$ cat src/rtl/viterbi_ctrl.sv
`default_nettype none
// ============================================================================
// Module   : viterbi_ctrl
// Purpose  : Paces symbols into BMC/ACS, rotates survivor banks, and schedules
//            traceback/decode reads.
// Revision : 1.0
// ============================================================================
module viterbi_ctrl #(
   parameter int BLOCK_LEN = 16,
   parameter int ADDR_W    = 4
) (
   input  logic              clk,
   input  logic              rst,
   input  logic              start_i,
   input  logic              in_valid_i,
   input  logic              flush_i,
   output logic              in_ready_o,
   output logic              acs_init_o,
   output logic              pad_o,
   output logic              wr_en_o,
   output logic [1:0]        wr_bank_o,
   output logic [ADDR_W-1:0] wr_addr_o,
   output logic              tb_start_o,
   output logic [1:0]        tb_bank_o,
   output logic [1:0]        dec_bank_o,
   output logic [ADDR_W-1:0] rd_addr_o,
   output logic              dec_valid_o,
   output logic              busy_o,
   output logic              done_o
);

   localparam int CNT_W    = ADDR_W + 2;
   localparam int FILL_MAX = 2 * BLOCK_LEN;

   typedef enum logic [1:0] {
      S_IDLE  = 2'd0,
      S_FILL  = 2'd1,
      S_RUN   = 2'd2,
      S_FLUSH = 2'd3
   } state_t;

   state_t            state_q;
   logic [1:0]        wr_bank_q;
   logic [ADDR_W-1:0] wr_addr_q;
   logic [CNT_W-1:0]  fill_cnt_q;
   logic [ADDR_W:0]   flush_cnt_q;
   logic              first_q;
   logic              done_q;

   logic              w_in_ready;
   logic              w_step;
   logic              w_fill_full;
   logic [CNT_W-1:0]  fill_cnt_d;

   always_comb begin
      w_in_ready  = (state_q == S_FILL) || (state_q == S_RUN);
      w_step      = (in_valid_i && w_in_ready) || (state_q == S_FLUSH);
      w_fill_full = (fill_cnt_q == CNT_W'(FILL_MAX));
      fill_cnt_d  = (w_step && !w_fill_full) ? fill_cnt_q + CNT_W'(1) : fill_cnt_q;
   end

   always_ff @(posedge clk or posedge rst) begin
      if (rst) begin
         state_q     <= S_IDLE;
         wr_bank_q   <= 2'd0;
         wr_addr_q   <= '0;
         fill_cnt_q  <= '0;
         flush_cnt_q <= '0;
         first_q     <= 1'b0;
         done_q      <= 1'b0;
      end else begin
         done_q <= 1'b0;
         case (state_q)
            S_IDLE: begin
               // start outranks a coincident flush, which is simply dropped
               if (start_i) begin
                  state_q     <= S_FILL;
                  wr_bank_q   <= 2'd0;
                  wr_addr_q   <= '0;
                  fill_cnt_q  <= '0;
                  flush_cnt_q <= '0;
                  first_q     <= 1'b1;
               end
            end
            S_FILL, S_RUN: begin
               if (flush_i) begin
                  state_q     <= S_FLUSH;
                  flush_cnt_q <= '0;
               end else if ((state_q == S_FILL) && (fill_cnt_d == CNT_W'(FILL_MAX))) begin
                  state_q <= S_RUN;
               end
            end
            S_FLUSH: begin
               flush_cnt_q <= flush_cnt_q + (ADDR_W+1)'(1);
               if (flush_cnt_q == (ADDR_W+1)'(FILL_MAX - 1)) begin
                  state_q <= S_IDLE;
                  done_q  <= 1'b1;
               end
            end
            default: state_q <= S_IDLE;
         endcase

         // Never true in IDLE, so it cannot collide with the counter clear above
         if (w_step) begin
            wr_addr_q  <= wr_addr_q + ADDR_W'(1);
            fill_cnt_q <= fill_cnt_d;
            first_q    <= 1'b0;
            if (wr_addr_q == ADDR_W'(BLOCK_LEN - 1)) begin
               wr_bank_q <= wr_bank_q + 2'd1;
            end
         end
      end
   end

   always_comb begin
      in_ready_o  = w_in_ready;
      acs_init_o  = w_step && first_q;
      pad_o       = (state_q == S_FLUSH);
      wr_en_o     = w_step;
      wr_bank_o   = wr_bank_q;
      wr_addr_o   = wr_addr_q;
      tb_start_o  = w_step && (wr_addr_q == '0) && w_fill_full;
      tb_bank_o   = wr_bank_q - 2'd1;
      dec_bank_o  = wr_bank_q - 2'd2;
      rd_addr_o   = ADDR_W'(BLOCK_LEN - 1) - wr_addr_q;
      dec_valid_o = w_step && w_fill_full;
      busy_o      = (state_q != S_IDLE);
      done_o      = done_q;
   end

endmodule
`default_nettype wire

$ cat config.mk
export PLATFORM = sky130hd
export DESIGN_NAME = viterbi_ctrl
export DESIGN_NICKNAME = d
export VERILOG_FILES = /design/src/rtl/viterbi_ctrl.sv
export SDC_FILE = /design/constraint.sdc
export NUM_CORES = 1
export LEC_CHECK = 0
export ABC_AREA = 0
export CORE_MARGIN = 3
export CORE_UTILIZATION = 35
export DETAILED_ROUTE_END_ITERATION = 8
export GPL_TIMING_DRIVEN = 0
export SLEW_MARGIN = 0
export SYNTH_ARGS = -nofsm -noshare
export SYNTH_HDL_FRONTEND = slang
export SYNTH_SLANG_ARGS = --single-unit
$ cat constraint.sdc
create_clock -name clk -period 2.8 [get_ports clk]
set_clock_uncertainty 0.15 [all_clocks]
set_input_delay 0.56 -clock clk [delete_from_list [all_inputs] [get_ports clk]]
set_output_delay 0.56 -clock clk [all_outputs]
set_load 0.01 [all_outputs]
## Word-level counts from Yosys, hierarchy flattened

Cells that the tools add are included.

| storage, ports and cells | value |
|---|---|
| register bits | 21 |
| bits of input ports | 5 |
| logic and storage cells | 68 |

| operators by class | value |
|---|---|
| add/subtract/negate cells | 7 |
| equal/unequal tests | 11 |
| multiplexer cells | 24 |
| reductions and logical operators | 19 |

Operators with widths:

| operator | number |
|---|---|
| 2-to-1 mux 6 bit | 4 |
| 2-to-1 mux 2 bit | 8 |
| case mux 5 bit (3 select lines) | 1 |
| equality test 6 bit, second input constant | 2 |
| 2-to-1 mux 4 bit | 3 |
| 2-to-1 mux 5 bit | 2 |
| logical AND 1 bit | 7 |
| adder 6 x 1 -> 6 bit, second input constant | 1 |
| case mux 2 bit (3 select lines) | 1 |
| nonzero test 2 bit | 3 |
| adder 5 x 1 -> 5 bit, second input constant | 1 |
| equality test 5 bit, second input constant | 1 |
| 2-to-1 mux 1 bit | 5 |
| adder 4 x 1 -> 4 bit, second input constant | 1 |
| equality test 2 bit, second input constant | 2 |
| equality test 4 bit, second input constant | 1 |
| logical NOT 4 bit | 1 |
| inequality test 2 bit, second input constant | 2 |
| AND reduction 2 bit | 2 |
| subtractor 4 bit, first input constant | 1 |
| inequality test 3 bit, second input constant | 1 |
| AND reduction 3 bit | 1 |
| adder 2 x 1 -> 2 bit, second input constant | 1 |
| equality test 2 x 1 -> 1 bit, second input constant | 1 |
| other kinds (7) | 8 |

## Longest topological paths before layout

Gate-level depths: netlist of run 1.

| logic depth | value |
|---|---|
| word-level depth | 11 |
| gate-level depth with buffers | 8 |
| mapped depth without buffers | 8 |

## Worst setup path before layout of run 1

No wires, ideal clock.

| timing | value |
|---|---|
| kind | register -> register |
| start | register state_q[0] |
| end | register state_q[0] |
| library setup time | 0.120 ns |
| arrival time | 2.246 ns |
| path slack | 0.284 ns |
| stages on the path, launching flop included | 9 |
| buffers on the path | 0 |
| cell sequence | dfrtp_1 > inv_1 > ha_1 > a21oi_4 > clkinv_2 > o21a_2 > mux2i_1 > or4_1 > a31o_1 |

| on the way | value |
|---|---|
| word-level cells in the longest chain between the ends | 10 |
| elaborated cells between the ends (all ways) | 17 |
| classes of those cells | eq/ne: 7; mux: 2; reduce/logical: 8 |

Ends and longest elaborated chain:

| item | line | text |
|---|---|---|
| start: declaration | 42 | `state_t state_q;` |
| start signal: assignment | 64 | `state_q <= S_IDLE;` |
| start signal: assignment | 77 | `state_q <= S_FILL;` |
| start signal: assignment | 87 | `state_q <= S_FLUSH;` |
| equality test 2 x 1 -> 1 bit / equality test 2 bit (equally long branches) | 56 | `w_in_ready = (state_q == S_FILL) \|\| (state_q == S_RUN);` |
| logical OR 1 bit * | 56 |  |
| via in_ready_o | 17 | `output logic in_ready_o,` |
| logical AND 1 bit * | 57 | `w_step = (in_valid_i && w_in_ready) \|\| (state_q == S_FLUSH);` |
| logical OR 1 bit * | 57 |  |
| logical AND 1 bit * | 59 | `fill_cnt_d = (w_step && !w_fill_full) ? fill_cnt_q + CNT_W'(1) : fill_cnt_q;` |
| 2-to-1 mux 6 bit * | 59 |  |
| equality test 6 bit * | 89 | `end else if ((state_q == S_FILL) && (fill_cnt_d == CNT_W'(FILL_MAX))) begin` |
| logical AND 1 bit * | 89 |  |
| inequality test 3 bit (no line) * | - |  |
| AND reduction 3 bit (no line) * | - |  |

The timed path passes the listed nets; every way through them passes the cells marked *.
A chain may end at the register's enable or synchronous reset.

## Worst setup path after layout of run 1

| timing | value |
|---|---|
| start | register state_q[0] |
| end | output port tb_start_o |

| on the way | value |
|---|---|
| word-level cells in the longest chain between the ends | 6 |
| elaborated cells between the ends (all ways) | 8 |
| classes of those cells | eq/ne: 3; reduce/logical: 5 |

Ends and longest elaborated chain:

| item | line | text |
|---|---|---|
| equality test 2 x 1 -> 1 bit / equality test 2 bit (equally long branches) | 56 |  |
| logical OR 1 bit | 56 |  |
| logical AND 1 bit | 57 |  |
| logical OR 1 bit * | 57 |  |
| logical AND 1 bit * (2 in a row) | 122 | `tb_start_o = w_step && (wr_addr_q == '0) && w_fill_full;` |
| end: declaration | 23 | `output logic tb_start_o,` |

Mark *: on every way between the ends. The rest lies on a longest branch, timed or not.

==> flow_metrics.tcl, run 1 <==
set metrics [dict create \
    status "finished, final reports clean" \
    track_usage 0.141 \
    grt_pass1_vias 1045 \
    routabilityCongestion 0.779 \
    final_cell_count_no_fill 234 \
    p_leak_nw 0.838 \
    synth.avg_cell_area_um2 8.73 \
    drt_iter0_markers 65 \
    antenna_found_initial 0 \
    crit_fanout 6 \
    die_y_um 65.5 \
    die_w_um 65.5 \
    synth.top_cell.area_share 0.424 \
    syn_area_um2 1240 \
    synthFlopType "dfrtp_1" \
    path_cells "inv_1 -> ha_4 -> a21oi_4 -> nor3_4 -> buf_4 -> and4_1 -> dlygate4sd2_1" \
    numCtsBuffers 3 \
    ys_seq_elements 21 \
    holdWs_ps 352 \
    cellPowerDensity_nw_per_um2 1050 \
    routedWlPerCell_um 12.3 \
    drv_slew 0 \
    final_antenna_net_count 0 \
    fin_nets 205 \
    synthTopCellsByCount "dfrtp_1 (21), o21ai_0 (16), nand2_1 (15)" \
    drive_gt1_frac 0.179 \
    start_util 0.387 \
    cts_tree "done" \
    insertion_delay_ps 300 \
    worstSetupStartpointType "flop" \
    crit_buf_inv 3 \
    diodes 0 \
    totalWireLength_um 2870 \
    grt_start_max_net_pins 22 \
    crit_slowest_cell "dfrtp_1" \
    clock.fmax_ghz 0.370 \
    min_period_over_period 0.966 \
    slowest_delay_ps 420 \
    irDropWorstVdd_mv 0.574 \
    drc 0 \
    clk_pin_slew_worst_paths_ps 120 \
    clk_path_buf_depth 2 \
    synth_warnings 0 \
    viasPerCell 5.05 \
    pin_count 27 \
    busiest_layer "met2" \
    cts-root-buf "clkbuf_4" \
    post-dp-hpwl_um 1940 \
    cpLargestDelayFamily "buffers and inverters" \
    setup_slack_ps 96.2 \
    path_class "flop to primary output" \
    crit_arrival_ps 1990 \
    cp-end-kind "primary output" \
    grt.met2_usage 0.231 \
    rsz0062_at_grt "no" \
    drv_cap 0 \
    core_region_area_um2 3200 \
    rows 20 \
    hold_class "flop to flop" \
    clock-sinks 21 \
    grt_pass1_wl_um 4690 \
    first_pass_iters 4 \
    cp.required_ps 2090 \
    nFillCells 308 \
    gr-usage-met1 0.188 \
    synth_edf_count 0 \
    h-tree-depth 1 \
    grt_overflow_total 0 \
    hold_violations 0 \
    yosysTopAreaCell "dfrtp_1" \
    portBuffers 26 \
    pre_cts_ws_ps -372 \
    place_inst 212 \
    areaGrowthSynthToFinish_pct 42.2 \
    hold_buffers 0 \
    met3_usage 0.0222 \
    synthTopCellsByArea "dfrtp_1 (42%), ha_1 (9.1%), o21ai_0 (6.5%)" \
    finalSetupViolations 0 \
    worst_slew_pin_slew_ps 819 \
    ys_seq_area_frac 0.424 \
    period_minus_slack_ps 2700 \
    vias 1181 \
    synth_most_common_cell "dfrtp_1" \
    relSlewSlack 0.454 \
    synth_nets 156 \
    synthArstFlopShare 1.00 \
    die-area_um2 4290 \
    syn_inst 142 \
    yosys.cell_types.count 33 \
    total_power_w 0.00184 \
]
[layout make-up]
cell class / count / area [um2] / area share
Clock buffer: 4 / 26.3 / 0.0149
Multi-Input combinational cell: 104 / 674 / 0.383
Sequential cell: 21 / 529 / 0.300
Buffer: 1 / 7.51 / 0.00426
Tap cell: 44 / 55.1 / 0.0312
Inverter: 15 / 61.3 / 0.0348
Timing Repair Buffer: 45 / 409 / 0.232
[cell families after synthesis]
family,count (synthesis),synth area share
compound gates,37,0.176
xor+xnor,5,0.0353
fa+ha+maj,9,0.0908
buf+inv,17,0.0555
flops,21,0.424
mux,2,0.0161
simple gates,51,0.203
[layout by cell type, fill, tap and decap left out, types with 2 or more instances in the layout]
cell	count
a21oi_1	13
dfrtp_1	18
mux2i_1	2
o21ai_0	16
nand2_1	15
dlymetal6s2s_1	3
clkbuf_4	3
and2_1	3
xnor2_1	4
and4_1	2
ha_1	8
dfrtp_2	3
inv_1	13
nand3_1	8
clkdlybuf4s50_1	22
nor2_1	11
nor3_1	2
buf_4	20
[path summary, 6_finish.rpt]
| path | startpoint | end | slack, ps | depth (start not counted) |
|---|---|---|---|---|
| max reg2reg | state_q[0]$_DFFE_PP0P_ | state_q[0]$_DFFE_PP0P_ | 150 | 10 |
| min in group asynchronous | rst | wr_bank_o[1]$_DFF_PP0_ | 550 | 2 |
| min | flush_cnt_q[4]$_DFFE_PP0P_ | flush_cnt_q[4]$_DFFE_PP0P_ | 350 | 2 |
| min reg2reg | flush_cnt_q[4]$_DFFE_PP0P_ | flush_cnt_q[4]$_DFFE_PP0P_ | 350 | 2 |
| max in group asynchronous | rst | fill_cnt_q[0]$_DFFE_PP0P_ | 1390 | 2 |
| max | state_q[0]$_DFFE_PP0P_ | tb_start_o | 100 | 7 |
[tightest hold or removal path: cells and delay by family, from the launching register on]
family	cells	cell delay, ps
flip-flops	1	370
AO/OA/AOI/OAI	1	60
AND/OR/NAND/NOR	1	50
[power breakdown]
| part | switching [W] | internal [W] | leakage, nW |
|---|---|---|---|
| clock network | 0.0000938 | 0.0000555 | 0.0150 |
| registers | 0.000107 | 0.000410 | 0.263 |
| logic | 0.000573 | 0.000605 | 0.560 |
| total | 0.000774 | 0.00107 | 0.838 |
[metrics by stage]
step	TNS (ps)	util	cell area, um2
after floorplan	0	-	1240
after global placement	-956	0.486	1560
after detailed placement	-1030	0.486	1560
after CTS	-0.00266	0.527	1690
after global routing	0	0.550	1760
final	0	0.550	1760
[routing by layer]
metal	vias to the layer above	wire length (um)
li1	587	-
met1	546	1330
met2	44	1340
met3	4	152
met4	0	46
met5	-	0
[sequential cells by signal, summed over array words and instances, names as in the netlist]
| register | cells |
|---|---|
| done_o | 1 |
| fill_cnt_q | 6 |
| first_q | 1 |
| flush_cnt_q | 5 |
| state_q | 2 |
| wr_addr_o | 4 |
| wr_bank_o | 2 |
[timing repair]
item | in CTS | in global routing
setup buffers | 10 | 9
resized for setup | 9 | 5
pin swaps | 2 | 2
setup endpoints to repair | 4 | 3
No activity file was read; power rests on OpenSTA's default activity.
==> inputs of run 2 (changes only) <==
--- a/config.mk
+++ b/config.mk
@@ -8,6 +8,7 @@
 export ABC_AREA = 0
 export CORE_MARGIN = 3
 export CORE_UTILIZATION = 35
+export CTS_CLUSTER_SIZE = 24
 export DETAILED_ROUTE_END_ITERATION = 8
 export GPL_TIMING_DRIVEN = 0
 export SLEW_MARGIN = 0
==> results of run 2 <==
Same layout as run 1: the final DEF is identical, and so are final timing and power.
==> inputs of run 3 (changes only) <==
==> constraint.sdc (replaced) <==
create_clock -name clk -period 2.8 [get_ports clk]
set_clock_uncertainty 0.15 [all_clocks]
set_input_delay 0.56 -clock clk [delete_from_list [all_inputs] [get_ports clk]]
set_output_delay 0.56 -clock clk [all_outputs]
set_load 0.1 [all_outputs]
==> flow_metrics.tcl, run 3 (synthesis results as in run 1) <==
set metrics [dict create \
    largest_reg_flops 6 \
    grt_overflow_total 0 \
    cp-end-kind "primary output" \
    top_register "fill_cnt_q" \
    drv_slew 0 \
    routedWlPerCell_um 11.7 \
    final_cell_mix "dfrtp_1 (20), clkdlybuf4s50_1 (17), o21ai_0 (16), nand2_1 (15)" \
    grt_start_max_net_pins 22 \
    crit_slowest_cell "dfrtp_1" \
    insertion_delay_ps 300 \
    grt_pass1_wl_um 4420 \
    numCtsBuffers 3 \
    viasPerCell 4.80 \
    hold_buffers 0 \
    crit_buf_inv 4 \
    core_region_area_um2 3200 \
    holdWs_ps 354 \
    finalInstanceArea_um2 1660 \
    dpl_cell_area_um2 1600 \
    clk_path_buf_depth 2 \
    final_common_cell "dfrtp_1" \
    path_cells "inv_1 -> ha_4 -> a21oi_4 -> clkinv_4 -> clkbuf_8 -> and2_4 -> buf_6" \
    track_usage 0.128 \
    crit_arrival_ps 2010 \
    drc 0 \
    slowest_delay_ps 430 \
    rows 20 \
    clk_pin_slew_worst_paths_ps 120 \
    wl_met3_um 115 \
    rsz0062_at_grt "no" \
    drv_cap 0 \
    diodes 0 \
    cts-root-buf "clkbuf_4" \
    die_w_um 65.5 \
    path_class "flop to primary output" \
    antenna_found_initial 0 \
    cpLargestDelayFamily "buffers and inverters" \
    h-tree-depth 1 \
    worstSetupStartpointType "flop" \
    status "finished, final reports clean" \
    wl_met2_um 1110 \
    final_antenna_net_count 0 \
    vias 1057 \
    min_period_over_period 0.970 \
    cts_tree "done" \
    routabilityCongestion 0.789 \
    grt_pass1_vias 1010 \
    finalSetupViolations 0 \
    hold_violations 0 \
    fin_nets 191 \
    crit_fanout 10 \
    pin_count 27 \
    hold_class "flop to flop" \
    met1_length_um 1340 \
    seqCellArea_um2 527 \
    worst_slew_pin_slew_ps 973 \
    portBuffers 26 \
    period_minus_slack_ps 2720 \
    relSlewSlack 0.349 \
    post-dp-hpwl_um 1970 \
    top_layer_used "met4" \
    fin_util 0.518 \
    areaGrowthSynthToFinish_pct 33.7 \
    die_y_um 65.5 \
    multiInputGateArea_um2 684 \
    start_util 0.387 \
    first_pass_iters 4 \
    nFillCells 315 \
    die-area_um2 4290 \
    totalWireLength_um 2580 \
    clock-sinks 21 \
    cp.required_ps 2090 \
    clock.fmax_ghz 0.368 \
    drive_gt1_frac 0.142 \
    drt_iter0_markers 45 \
]
[run 3: changes by cell type in the layout (fill, tap and decap cells not counted), moves of 2 or more]
cell / previous run / this run
clkdlybuf4s50_1: 22 / 17
dfrtp_1: 18 / 20
dlygate4sd2_1: 1 / 3
dfrtp_2: 3 / 1
buf_4: 20 / 7
[run 3: final timing paths]
| check | start | slack [ps] | cells after the start | end |
|---|---|---|---|---|
| hold reg to reg | flush_cnt_q[4]$_DFFE_PP0P_ | 350 | 2 | flush_cnt_q[4]$_DFFE_PP0P_ |
| setup reg to reg | state_q[1]$_DFFE_PP0P_ | 170 | 9 | state_q[0]$_DFFE_PP0P_ |
| setup / recovery | state_q[1]$_DFFE_PP0P_ | 80 | 7 | acs_init_o |
| min in group asynchronous | rst | 550 | 2 | wr_addr_o[1]$_DFFE_PP0P_ |
| max in group asynchronous | rst | 1400 | 2 | state_q[0]$_DFFE_PP0P_ |
| hold / removal | flush_cnt_q[4]$_DFFE_PP0P_ | 350 | 2 | flush_cnt_q[4]$_DFFE_PP0P_ |
[run 3: repair_timing]
action,in CTS,in global routing
setup endpoints to repair,7,6
pin swaps,1,1
setup buffers,2,2
resized for setup,28,6
[run 3: area by class of cell]
class | instances | area share
multi-input cells | 104 | 0.413
flip-flops and latches | 21 | 0.318
repair buffers | 30 | 0.171
inverters | 15 | 0.0370
well taps | 44 | 0.0332
clock buffers | 4 | 0.0158
plain buffers | 2 | 0.0128
[run 3: routing by layer]
layer	global-route usage	vias up
met5	0	-
met4	0.0337	0
met3	0.0239	2
met2	0.214	29
met1	0.170	475
li1	-	551
[run 3: stage by stage]
| step | cells | setup TNS, ps | setup slack, ps |
|---|---|---|---|
| CTS | 218 | 0 | 1.62 |
| finish | 220 | 0 | 83.7 |
| detailed placement | 212 | -2740 | -843 |
| global placement | 212 | -2720 | -839 |
| global route | 220 | 0 | 0.610 |
| floorplan | 142 | -536 | -402 |
[run 3: worst reg2reg max path: cells and delay by family, from the launching register on]
family / cells / cell delay [ps]
AO/OA/AOI/OAI: 3 / 670
adder cells (fa/ha/maj): 1 / 230
buffers and inverters: 3 / 390
flip-flops: 1 / 430
multiplexers: 1 / 120
AND/OR/NAND/NOR: 1 / 540
Power of run 3 is not shown: default switching activity piles up to over one toggle a cycle in this logic, so the estimate is an artifact.
